==> src/rtl/unary_stream_gen_pkg.sv <==
// -----------------------------------------------------------------------------
// unary_pkg
// Shared types and elaboration helpers for the unary bitstream generator:
//   mode_e            stream coding (temporal counter or rate-coded LFSR)
//   ustream_state_e   controller states IDLE / RUN / DRAIN
//   lfsr_taps()       maximal-length Fibonacci tap masks for widths 4..16
//   ustream_cfg_ok()  parameter legality (WIDTH in 4..16, SEED non-zero)
// -----------------------------------------------------------------------------
package unary_pkg;

  typedef enum logic {
    MODE_TEMPORAL = 1'b0,
    MODE_RATE     = 1'b1
  } mode_e;

  typedef enum logic [1:0] {
    USTREAM_IDLE  = 2'd0,
    USTREAM_RUN   = 2'd1,
    USTREAM_DRAIN = 2'd2
  } ustream_state_e;

  localparam int unsigned WIDTH_MIN = 4;
  localparam int unsigned WIDTH_MAX = 16;

  // Feedback masks (bit k = register bit k) for a left-shifting Fibonacci LFSR.
  // Each mask is a primitive polynomial, so a non-zero state visits every
  // value 1..2^width-1 exactly once per period.
  function automatic logic [15:0] lfsr_taps(input int unsigned width);
    logic [15:0] taps;
    case (width)
      4:       taps = 16'h000C;
      5:       taps = 16'h0014;
      6:       taps = 16'h0030;
      7:       taps = 16'h0060;
      8:       taps = 16'h00B8;
      9:       taps = 16'h0110;
      10:      taps = 16'h0240;
      11:      taps = 16'h0500;
      12:      taps = 16'h0829;
      13:      taps = 16'h100D;
      14:      taps = 16'h2015;
      15:      taps = 16'h6000;
      16:      taps = 16'hD008;
      default: taps = 16'h0000;
    endcase
    return taps;
  endfunction

  // The seed must be non-zero within the register width, otherwise the LFSR
  // locks up at zero and the rate stream loses its exact-count property.
  function automatic bit ustream_cfg_ok(input int unsigned width, input int unsigned seed);
    if (width < WIDTH_MIN || width > WIDTH_MAX) return 1'b0;
    return (seed & ((32'd1 << width) - 32'd1)) != 32'd0;
  endfunction

endpackage

==> src/rtl/unary_stream_gen_if.sv <==
// -----------------------------------------------------------------------------
// unary_stream_gen_if
// Control, operand and stream signals of unary_stream_gen.
//   master: start, mode, en, in driven; busy, stream_out, valid_out, done seen
//   slave : the generator side
// Optional UNARY_STREAM_POPCNT_EN adds cnt_out (per-channel 1s counters).
// -----------------------------------------------------------------------------
interface unary_stream_gen_if #(
  parameter int unsigned WIDTH    = 8,
  parameter int unsigned CHANNELS = 16
);

  logic                               start;
  logic                               mode;
  logic                               en;
  logic [CHANNELS-1:0][WIDTH-1:0]     in;
  logic                               busy;
  logic [CHANNELS-1:0]                stream_out;
  logic                               valid_out;
  logic                               done;
`ifdef UNARY_STREAM_POPCNT_EN
  logic [CHANNELS-1:0][WIDTH:0]       cnt_out;

  modport master (
    output start, mode, en, in,
    input  busy, stream_out, valid_out, done, cnt_out
  );

  modport slave (
    input  start, mode, en, in,
    output busy, stream_out, valid_out, done, cnt_out
  );
`else
  modport master (
    output start, mode, en, in,
    input  busy, stream_out, valid_out, done
  );

  modport slave (
    input  start, mode, en, in,
    output busy, stream_out, valid_out, done
  );
`endif

endinterface

==> src/rtl/unary_stream_gen_lfsr.sv <==
// -----------------------------------------------------------------------------
// lfsr_rng
// WIDTH-bit maximal-length Fibonacci LFSR used as the rate-mode comparison
// sequence.
//   clk, rst  clock and synchronous active-high reset (state <= seed)
//   load      reload state with seed (takes priority over step)
//   step      advance one position
//   seed      reload value, must be non-zero
//   state     current LFSR value
// -----------------------------------------------------------------------------
module lfsr_rng
  import unary_pkg::*;
#(
  parameter int unsigned WIDTH = 8
) (
  input  logic             clk,
  input  logic             rst,
  input  logic             load,
  input  logic             step,
  input  logic [WIDTH-1:0] seed,
  output logic [WIDTH-1:0] state
);

  localparam logic [15:0]      TAPS_FULL = lfsr_taps(WIDTH);
  localparam logic [WIDTH-1:0] TAPS      = TAPS_FULL[WIDTH-1:0];

  logic feedback;

  assign feedback = ^(state & TAPS);

  // NOTE: sequential state uses non-blocking assignments so every flop samples
  // the pre-edge value of its inputs regardless of block ordering.
  always_ff @(posedge clk) begin
    if (rst || load) begin
      state <= seed;
    end else if (step) begin
      state <= {state[WIDTH-2:0], feedback};
    end
  end

endmodule

==> src/rtl/unary_stream_gen.sv <==
// -----------------------------------------------------------------------------
// unary_stream_gen
// Multi-channel unary bitstream generator. A start in IDLE latches CHANNELS
// operands and the coding mode, then one stream bit per channel is produced
// for each of the 2^WIDTH enabled RUN cycles: stream_out[i] = in_q[i] > rng.
// rng is the index itself (temporal / thermometer) or 0 followed by the LFSR
// sequence (rate). Either way every value 0..2^WIDTH-1 is compared exactly
// once, so channel i emits exactly in_q[i] ones per stream.
//   clk, rst       clock, synchronous active-high reset
//   bus (slave)    start, mode, en, in -> busy, stream_out, valid_out, done
// Optional feature macro: UNARY_STREAM_POPCNT_EN adds bus.cnt_out, the
// per-channel count of emitted 1s, cleared on an accepted start.
// -----------------------------------------------------------------------------
module unary_stream_gen
  import unary_pkg::*;
#(
  parameter int unsigned WIDTH    = 8,
  parameter int unsigned CHANNELS = 16,
  parameter int unsigned SEED     = 1
) (
  input  logic               clk,
  input  logic               rst,
  unary_stream_gen_if.slave  bus
);

  if (!ustream_cfg_ok(WIDTH, SEED)) begin : g_cfg_check
    $error("unary_stream_gen: WIDTH must be within 4..16 and SEED must be non-zero");
  end

  localparam logic [1:0]       ST_IDLE  = USTREAM_IDLE;
  localparam logic [1:0]       ST_RUN   = USTREAM_RUN;
  localparam logic [1:0]       ST_DRAIN = USTREAM_DRAIN;
  localparam logic [WIDTH-1:0] SEED_W   = SEED[WIDTH-1:0];
  localparam logic [WIDTH-1:0] IDX_LAST = '1;

  logic [1:0]                     state_q;
  mode_e                          mode_q;
  logic [CHANNELS-1:0][WIDTH-1:0] in_q;
  logic [WIDTH-1:0]               idx_q;
  logic [CHANNELS-1:0]            stream_q;
  logic                           valid_q;
  logic                           done_q;

  logic                           accept;
  logic                           run_step;
  logic                           lfsr_step;
  logic [WIDTH-1:0]               lfsr_state;
  logic [WIDTH-1:0]               rng;
  logic [CHANNELS-1:0]            cmp;

  assign accept   = (state_q == ST_IDLE) && bus.start;
  assign run_step = (state_q == ST_RUN) && bus.en;

  // The rate stream compares 0 first and then the LFSR values, so the LFSR
  // only moves once idx has left zero; it therefore reads SEED at idx = 1.
  assign lfsr_step = run_step && (mode_q == MODE_RATE) && (idx_q != '0);
  assign rng       = ((mode_q == MODE_RATE) && (idx_q != '0)) ? lfsr_state : idx_q;

  lfsr_rng #(
    .WIDTH (WIDTH)
  ) u_lfsr (
    .clk   (clk),
    .rst   (rst),
    .load  (accept),
    .step  (lfsr_step),
    .seed  (SEED_W),
    .state (lfsr_state)
  );

  // NOTE: a combinational block assigns a default to every output before any
  // conditional update so no path leaves a value held, which would infer a latch.
  always_comb begin
    cmp = '0;
    for (int i = 0; i < CHANNELS; i++) begin
      cmp[i] = in_q[i] > rng;
    end
  end

  // NOTE: the operand bank in_q is reset along with the control flops because
  // an aborted run must leave no operand behind; plain data stores without
  // that need are usually left unreset.
  always_ff @(posedge clk) begin
    if (rst) begin
      state_q  <= ST_IDLE;
      mode_q   <= MODE_TEMPORAL;
      in_q     <= '0;
      idx_q    <= '0;
      stream_q <= '0;
      valid_q  <= 1'b0;
      done_q   <= 1'b0;
    end else begin
      valid_q <= run_step;
      done_q  <= run_step && (idx_q == IDX_LAST);
      case (state_q)
        ST_IDLE: begin
          if (bus.start) begin
            state_q <= ST_RUN;
            mode_q  <= mode_e'(bus.mode);
            in_q    <= bus.in;
            idx_q   <= '0;
          end
        end
        ST_RUN: begin
          if (bus.en) begin
            stream_q <= cmp;
            idx_q    <= idx_q + WIDTH'(1);
            if (idx_q == IDX_LAST) begin
              state_q <= ST_DRAIN;
            end
          end
        end
        ST_DRAIN: begin
          state_q <= ST_IDLE;
        end
        default: begin
          state_q <= ST_IDLE;
        end
      endcase
    end
  end

  assign bus.busy       = (state_q != ST_IDLE);
  assign bus.stream_out = stream_q;
  assign bus.valid_out  = valid_q;
  assign bus.done       = done_q;

`ifdef UNARY_STREAM_POPCNT_EN
  // Counts follow the registered stream, so the last increment lands with the
  // DRAIN edge and the totals are final from the cycle after done.
  logic [CHANNELS-1:0][WIDTH:0] cnt_q;

  always_ff @(posedge clk) begin
    if (rst || accept) begin
      cnt_q <= '0;
    end else if (valid_q) begin
      for (int i = 0; i < CHANNELS; i++) begin
        if (stream_q[i]) begin
          cnt_q[i] <= cnt_q[i] + (WIDTH + 1)'(1);
        end
      end
    end
  end

  assign bus.cnt_out = cnt_q;
`endif

endmodule

==> src/flat_wrapper.sv <==
// flat-port wrapper written by rule: the top's interface ports become plain ports
module unary_stream_gen_flat import unary_pkg::*;
#(
  parameter int unsigned WIDTH    = 8,
  parameter int unsigned CHANNELS = 16,
  parameter int unsigned SEED     = 1
)
  (clk, rst, bus_start, bus_mode, bus_en, bus_in, bus_busy, bus_stream_out, bus_valid_out, bus_done);
  unary_stream_gen_if #(.WIDTH(WIDTH), .CHANNELS(CHANNELS)) bus_i ();
  input  logic clk;
  input  logic rst;
  input wire logic [$bits(bus_i.start)-1:0] bus_start;
  input wire logic [$bits(bus_i.mode)-1:0] bus_mode;
  input wire logic [$bits(bus_i.en)-1:0] bus_en;
  input wire logic [$bits(bus_i.in)-1:0] bus_in;
  output wire logic [$bits(bus_i.busy)-1:0] bus_busy;
  output wire logic [$bits(bus_i.stream_out)-1:0] bus_stream_out;
  output wire logic [$bits(bus_i.valid_out)-1:0] bus_valid_out;
  output wire logic [$bits(bus_i.done)-1:0] bus_done;
  assign bus_i.start = bus_start;
  assign bus_i.mode = bus_mode;
  assign bus_i.en = bus_en;
  assign bus_i.in = bus_in;
  assign bus_busy = bus_i.busy;
  assign bus_stream_out = bus_i.stream_out;
  assign bus_valid_out = bus_i.valid_out;
  assign bus_done = bus_i.done;
  unary_stream_gen #(.WIDTH(WIDTH), .CHANNELS(CHANNELS), .SEED(SEED)) u_core (.clk(clk), .rst(rst), .bus(bus_i));
endmodule
==> config.mk <==
export PLATFORM = sky130hd
export DESIGN_NAME = unary_stream_gen_flat
export DESIGN_NICKNAME = d
export VERILOG_FILES = /design/src/rtl/unary_stream_gen_pkg.sv /design/src/rtl/unary_stream_gen_if.sv /design/src/rtl/unary_stream_gen_lfsr.sv /design/src/rtl/unary_stream_gen.sv /design/src/flat_wrapper.sv
export SDC_FILE = /design/constraint.sdc
export NUM_CORES = 1
export LEC_CHECK = 0
export CORE_MARGIN = 1.5
export CORE_UTILIZATION = 40
export DETAILED_ROUTE_END_ITERATION = 8
export PLACE_DENSITY = 0.71
export SLEW_MARGIN = 20
export SYNTH_ARGS = -nofsm -noshare
export SYNTH_HDL_FRONTEND = slang
export SYNTH_SLANG_ARGS = --single-unit
==> constraint.sdc <==
create_clock -name clk -period 8.8 [get_ports clk]
set_input_delay 2.64 -clock clk [delete_from_list [all_inputs] [get_ports clk]]
set_output_delay 2.64 -clock clk [all_outputs]
set_load 0.02 [all_outputs]
==> key figures <==
Worst setup path
  – Worst r2r src: u_core.idx_q[1]$_SDFFE_PP0P_
  – R2R Setup Slk: 4780 ps
  – Worst setup EP type: register
  – RR Endpoint: u_core.bus.stream_out[2]$_SDFFE_PP0P_
  – Crit path DAT: 5380 ps
  – CP Max Fanout: 39
  – Crit Path Category: input port to register
  – Startpoint type of the worst setup path: input port
  – Worst R2R Path Depth: 12
  – CP Data Required Time: 9100 ps

Logic synthesis
  – Main combinational cell family by area after synthesis: simple AND/OR/NAND/NOR gates
  – Adder-cell share of the synthesized area: 13.5%
  – Count of state elements after synthesis: 165
  – Distinct cells, synth: 48
  – Gate count of the mapped netlist: 1,129
  – Mux cell area share after synthesis: 1.57%
  – Xor and xnor area share after synthesis: 2.12%
  – Post-synthesis compound-gate area fraction: 19.7%
  – EDFF count, synth: 0
  – Yosys warning count: 0
  – Mapped Nets: 1,360
  – Post-synthesis simple-gate area fraction: 21.9%
  – Syn_area_per_cell: 8.04 um^2
  – Largest area contributor in the netlist: dfxtp_1
  – Post-synthesis sequential area ratio: 36.4%
  – Share of the synthesized area in the top cell type: 36.4%
  – FFs w/ async S/R, synth: 0%
  – Area of the mapped netlist: 9070 um^2
  – Synth area leaders: dfxtp_1, ha_1, nand2_1
  – Main flop type after synthesis: dfxtp_1

Power
  – Combinational fraction of design power: 16.1%
  – Switching power: 0.000507 W
  – Post-layout total power: 0.00200 W
  – Sequential share of power: 41.2%
  – Pwr Density: 174 nW/um^2
  – Clk network pwr share: 42.8%
  – Peak supply drop: 106 uV
  – P_leak: 4.28 nW
  – Switching Fraction: 25.4%
  – Internal power: 0.00149 W

Place
  – Placed insts: 1,494
  – Post-DP HPWL: 15,900 um
  – Final Wtd Congestion: 0.784
  – PortBufs: 151
  – Pre-CTS setup slack: 3340 ps

Final layout
  – Filler cell count in the final layout: 2,084
  – Area grow syn2layout: 26.3%
  – Share of cells above drive strength 1: 5.06%
  – Final Non-Filler Cells: 1,526
  – Layout net count: 1,464
  – Antenna Cells: 0

Clocking
  – Hold buffer count at CTS: 0
  – Clk slew on worst S/H paths: 60 ps
  – Worst-Skew Late Latency: 430 ps
  – Clock sinks: 165
  – CTS root buffer: clkbuf_16
  – H-tree depth: 4
  – CTS tree: done
  – Resize count post-CTS: 0
  – CTS Buf Count: 17
  – Setup Buffers After CTS: 0
  – Longest Clk Path Bufs: 2

Timing
  – Period utilization: 57.7%
  – Final Hold Vio Count: 0
  – Final-report max-slew violation count: 0
  – RSZ-0062 raised after global routing: no
  – Slew at the pin closest to its max-slew limit: 994 ps
  – Final min period: 5080 ps
  – Setup ws final: 3720 ps
  – Final setup vio count: 0
  – Clk_skew: 13.2 ps
  – Slew Limit Headroom: 33.7%
  – Setup TNS: 0 ps
  – Peak Freq: 197 MHz

Floorplan
  – I/O pin count: 152
  – Die area: 23,600 um^2
  – Chip Height: 154 um
  – Num rows: 54
  – Initial Utilization: 41.2%
  – CORE AREA: 22,000 um^2
  – Die W: 154 um

Route
  – Drt wl/cell: 15.8 um
  – Vias: 8,356
  – Initial DRT Pass Iterations: 6
  – Post-Route WL: 24,100 um
  – Final antenna-violating net count: 0
  – DRC violations left: 0
  – Via density: 5.48
  – Initial DRC count: 572

Min path
  – Hold WC Path Type: register to register
  – HP Start: u_core.in_q[8]$_SDFFE_PP0P_
  – Min-Delay Endpoint: u_core.in_q[8]$_SDFFE_PP0P_
  – Worst hold path cell count: 2

GRT
  – Largest net degree at the start of global routing: 83
  – Initial antenna violation count: 0
  – Vias in the first global route: 7,972
  – GRT Resource Usage Total: 20.5%
  – Total grt overflow: 0
  – First-pass GRT wire length: 39,200 um

Outcome
  – Status: finished clean

Job
  – Max-Cap Viols: 0
[cell type report]
cell class,instances,area [um^2],share of cell area [%]
sequential,165,3300,28.8
tap,280,350,3.06
clock inverter,12,226,1.98
clock buffer,20,447,3.90
inverter,35,131,1.15
multi-input combinational,858,5460,47.6
timing repair buffer,156,1550,13.5
[registers in the layout (all words and copies together) (netlist names)]
signal	flops
u_core.u_lfsr.state	8
u_core.bus.done	1
u_core.bus.stream_out	16
u_core.in_q	128
u_core.bus.valid_out	1
u_core.state_q	2
u_core.idx_q	8
u_core.mode_q	1
[kinds of logic after synthesis]
logic type / after synthesis
AOI/OAI and AO/OA: 288
and+or+nand+nor: 436
xor gates and xnor gates: 22
muxes: 14
DFF: 165
adders and majority gates: 98
buffers and inverters: 106
[worst max path at each step]
stage / from / to / slack [ps] / cells past startpoint
global route: bus_en / u_core.bus.stream_out[2]$_SDFFE_PP0P_ / 3490 / 6
finish: bus_en / u_core.bus.stream_out[2]$_SDFFE_PP0P_ / 3720 / 6
global placement: bus_en / u_core.bus.stream_out[2]$_SDFFE_PP0P_ / 3440 / 6
CTS: bus_en / u_core.bus.stream_out[4]$_SDFFE_PP0P_ / 3750 / 6
floorplan: bus_en / u_core.bus.stream_out[10]$_SDFFE_PP0P_ / 4770 / 6
detailed placement: bus_en / u_core.bus.stream_out[4]$_SDFFE_PP0P_ / 3340 / 6
[power by group through the flow]
stage	Sequential (W)	Clock [W]	Combinational (W)
final	0.000823	0.000854	0.000321
after global routing	0.000827	0.000896	0.000361
after CTS	0.000823	0.000865	0.000322
after detailed placement	0.000839	0	0.000320
after global placement	0.000838	0	0.000313
after floorplan	0.000833	0	0.000197
[per-stage QoR]
stage,hold slack [ps],util (%),instance area (um^2)
floorplan,436,-,9070
global placement,445,48.9,10800
detailed placement,447,48.9,10800
CTS,456,52.0,11500
global route,477,52.0,11500
finish,454,52.0,11500
[layer usage]
metal  global-route usage [%]  part of all wire, %  vias up
li1                         -                    -     4184
met1                     26.9                   47     3954
met2                     34.9                   48      202
met3                     3.95                  4.7       16
met4                     4.11                 0.73        0
met5                        0                    0        -
[cell usage after synthesis (2+ instances only)]
library cell	n
o21ai_0	48
nand3_1	34
ha_1	98
and4_1	18
clkbuf_1	54
buf_2	7
or3_1	16
o31ai_1	8
a2111oi_1	10
buf_4	2
mux2i_1	12
nor2_1	41
xor2_1	3
a211oi_1	13
buf_1	6
o221a_2	2
o2111ai_1	13
mux2_2	2
o31ai_2	8
and2_1	16
a221oi_1	16
and3_1	17
o2111a_1	2
inv_1	35
nand4_1	4
a2111oi_0	5
nor2b_1	17
buf_6	2
a22oi_1	2
dfxtp_1	165
xnor2_1	19
a31oi_1	2
a21oi_1	151
nand2_1	266
nand2b_1	2
[cells in the final DEF, fill, tap and decap left out, types with 4 or more instances in the layout]
master | netlist | layout
o2111ai_1 | 13 | 13
a2111oi_1 | 10 | 10
inv_1 | 35 | 35
o21ai_0 | 48 | 48
a211oi_1 | 13 | 13
mux2i_1 | 12 | 8
ha_1 | 98 | 98
mux2i_4 | 0 | 4
and2_1 | 16 | 15
nand2_1 | 266 | 265
buf_4 | 2 | 6
clkbuf_16 | 0 | 17
and4_1 | 18 | 18
a21oi_1 | 151 | 151
nor2_1 | 41 | 40
o31ai_1 | 8 | 8
or3_1 | 16 | 16
clkdlybuf4s50_1 | 0 | 150
a2111oi_0 | 5 | 5
a221oi_1 | 16 | 16
xnor2_1 | 19 | 19
dfxtp_1 | 165 | 165
nand3_1 | 34 | 34
o31ai_2 | 8 | 8
bufinv_16 | 0 | 6
nand4_1 | 4 | 4
and3_1 | 17 | 17
nor2b_1 | 17 | 17
[critical path, cell delays in order]
cell and delay [ps]:
clkdlybuf4s50_1 460, and3b_2 540, nor2_2 890, a221oi_1 210
and3_1 230, a2111oi_0 390
No activity file was read; power rests on OpenSTA's default activity.
==> RTL change (config.mk and constraints unchanged) <==
`CHANNELS` is set to 16 in 3 places; all go to 8.
--- a/src/rtl/unary_stream_gen_if.sv
+++ b/src/rtl/unary_stream_gen_if.sv
@@ -7,7 +7,7 @@
 // -----------------------------------------------------------------------------
 interface unary_stream_gen_if #(
   parameter int unsigned WIDTH    = 8,
-  parameter int unsigned CHANNELS = 16
+  parameter int unsigned CHANNELS = 8
 );
 
   logic                               start;
--- a/src/rtl/unary_stream_gen.sv
+++ b/src/rtl/unary_stream_gen.sv
@@ -15,7 +15,7 @@
   import unary_pkg::*;
 #(
   parameter int unsigned WIDTH    = 8,
-  parameter int unsigned CHANNELS = 16,
+  parameter int unsigned CHANNELS = 8,
   parameter int unsigned SEED     = 1
 ) (
   input  logic               clk,
--- a/src/flat_wrapper.sv
+++ b/src/flat_wrapper.sv
@@ -2,7 +2,7 @@
 module unary_stream_gen_flat import unary_pkg::*;
 #(
   parameter int unsigned WIDTH    = 8,
-  parameter int unsigned CHANNELS = 16,
+  parameter int unsigned CHANNELS = 8,
   parameter int unsigned SEED     = 1
 )
   (clk, rst, bus_start, bus_mode, bus_en, bus_in, bus_busy, bus_stream_out, bus_valid_out, bus_done);
Interface: changed (resized bus_in and bus_stream_out); port bits go from 152 to 80. No check against the original RTL was run, so the function may have changed too.
==> RTL change against the original RTL <==
- total power fell by 45%
- synthesized area fell by 43%
- fmax rose by 12%
- sequential share of layout area rose by 0.15 points
- die area fell by 42%
- final area fell by 44%
- sequential cell count fell by 72
- synthesized cell count fell by 44%
- worst setup slack improved by 0.53 ns
- routed wire length fell by 45%
- highest routed layer unchanged
==> RTL change: results (changes against the original RTL) <==
INFO  critical_path  worst_path_maximum_fanout=16 [was 39]
INFO  critical_path  reg2reg_setup_slack=5.06ns [was 4.78 ns]
INFO  routing        drt_first_iter_violations=330 [was 572]
INFO  pwr            leakagePower=2.53nW [was 4.28 nW]
INFO  synth          synth_top_cells_by_count=145 x nand2_1, 93 x dfxtp_1, 84 x a21oi_1 [was 266 x nand2_1, 165 x dfxtp_1, 151 x a21oi_1]
INFO  critical_path  crit_arrival=4.78ns [was 5.38 ns]
INFO  synth          synthesized_netlist_net_count=756 [was 1360]
INFO  run_status     status=complete, no violations [unchanged]
INFO  placement      numPortBuffers=79 [was 151]
INFO  synth          ys_top_cells_by_area=dfxtp_1 36%, ha_1 12%, nand2_1 10% [was dfxtp_1 36%, ha_1 14%, nand2_1 11%]
INFO  routing        viasPerCell=5.39 [was 5.48]
INFO  grt            antenna_found_initial=0 [unchanged]
INFO  sta            clock_skew=0.00752ns [was 0.0132 ns]
INFO  pwr            max-vdd-ir-drop=99.0uV [was 106 uV]
INFO  grt            grt_first_pass_wirelength=21600um [was 39200 um]
INFO  routing        wl_per_instance=15.3um [was 15.8 um]
INFO  grt            grtUsageTotal=20.2% [was 20.5%]
INFO  cts            tritoncts.num_buffers=9 [was 17]
INFO  placement      post-dp-hpwl=8790um [was 15900 um]
INFO  sta            worstMarginPinSlew=1.08ns [was 0.994 ns]
INFO  cts            clk_latency=0.35ns [was 0.43 ns]
INFO  layout         final_net_count=815 [was 1464]
INFO  grt            grt_pass1_vias=4724 [was 7972]
INFO  routing        detail_route.first_pass.iterations=4 [was 6]
INFO  cts            clock_tree.htree_level_count=3 [was 4]
[RTL change: cell types whose count changed after synthesis, sizes merged, moves of 22 or more]
cell and change:
o21ai -29, a21oi -67, clkbuf -39, nand3 -22
dfxtp -72, ha -48, nand2 -121
[RTL change: cells by family after synthesis]
logic type               share of synthesized area (%)
multiplexers                                      2.73
flip-flops                                        35.9
XOR/XNOR                                          2.87
AND/OR/NAND/NOR                                   22.5
adder cells (fa/ha/maj)                           12.1
AO/OA/AOI/OAI                                     19.1
buffers and inverters                             4.90
[RTL change: critical path, stage by stage]
cell,delay (ns)
clkdlybuf4s50_1,0.59
and3b_1,0.56
nor2_4,0.20
a221oi_1,0.37
nand2_1,0.10
o311a_1,0.33
[RTL change: path summary, 6_finish.rpt]
path,endpoint,cells after the start,from
max,u_core.bus.stream_out[1],6,bus_en
min,u_core.in_q[40],2,u_core.in_q[40]
max reg2reg,u_core.bus.stream_out[7],11,u_core.idx_q[0]
min reg2reg,u_core.in_q[40],2,u_core.in_q[40]
[RTL change: final cells by class]
class,count,area (um2)
fill,1221,6190
multi-input combinational,487,3080
sequential,93,1860
timing repair buffer,86,838
clock buffer,9,225
tap,172,215
clock inverter,7,138
inverter,19,71.3
[RTL change: per-stage QoR]
stage	hold slack, ns	util (%)	worst slack, ns	instance area (um2)	cells
after CTS	0.459	50.9	4.26	6420	873
after detailed placement	0.450	48.0	3.90	6060	857
final	0.460	50.9	4.25	6430	873
after global routing	0.477	50.9	4.10	6430	873
after floorplan	0.436	-	4.95	5190	637
after global placement	0.447	48.0	4.00	6060	857
[RTL change: power breakdown]
part,internal [mW],switching (mW)
registers,0.442,0.0187
logic,0.0882,0.0885
clock network,0.305,0.164
total,0.835,0.271
[RTL change: routing by layer]
metal	vias up	wire length [um]	track usage, %
met1	2221	5900	24.0
met5	-	0	0
li1	2355	-	-
met2	105	6500	36.3
met4	0	294	8.92
met3	28	637	2.68
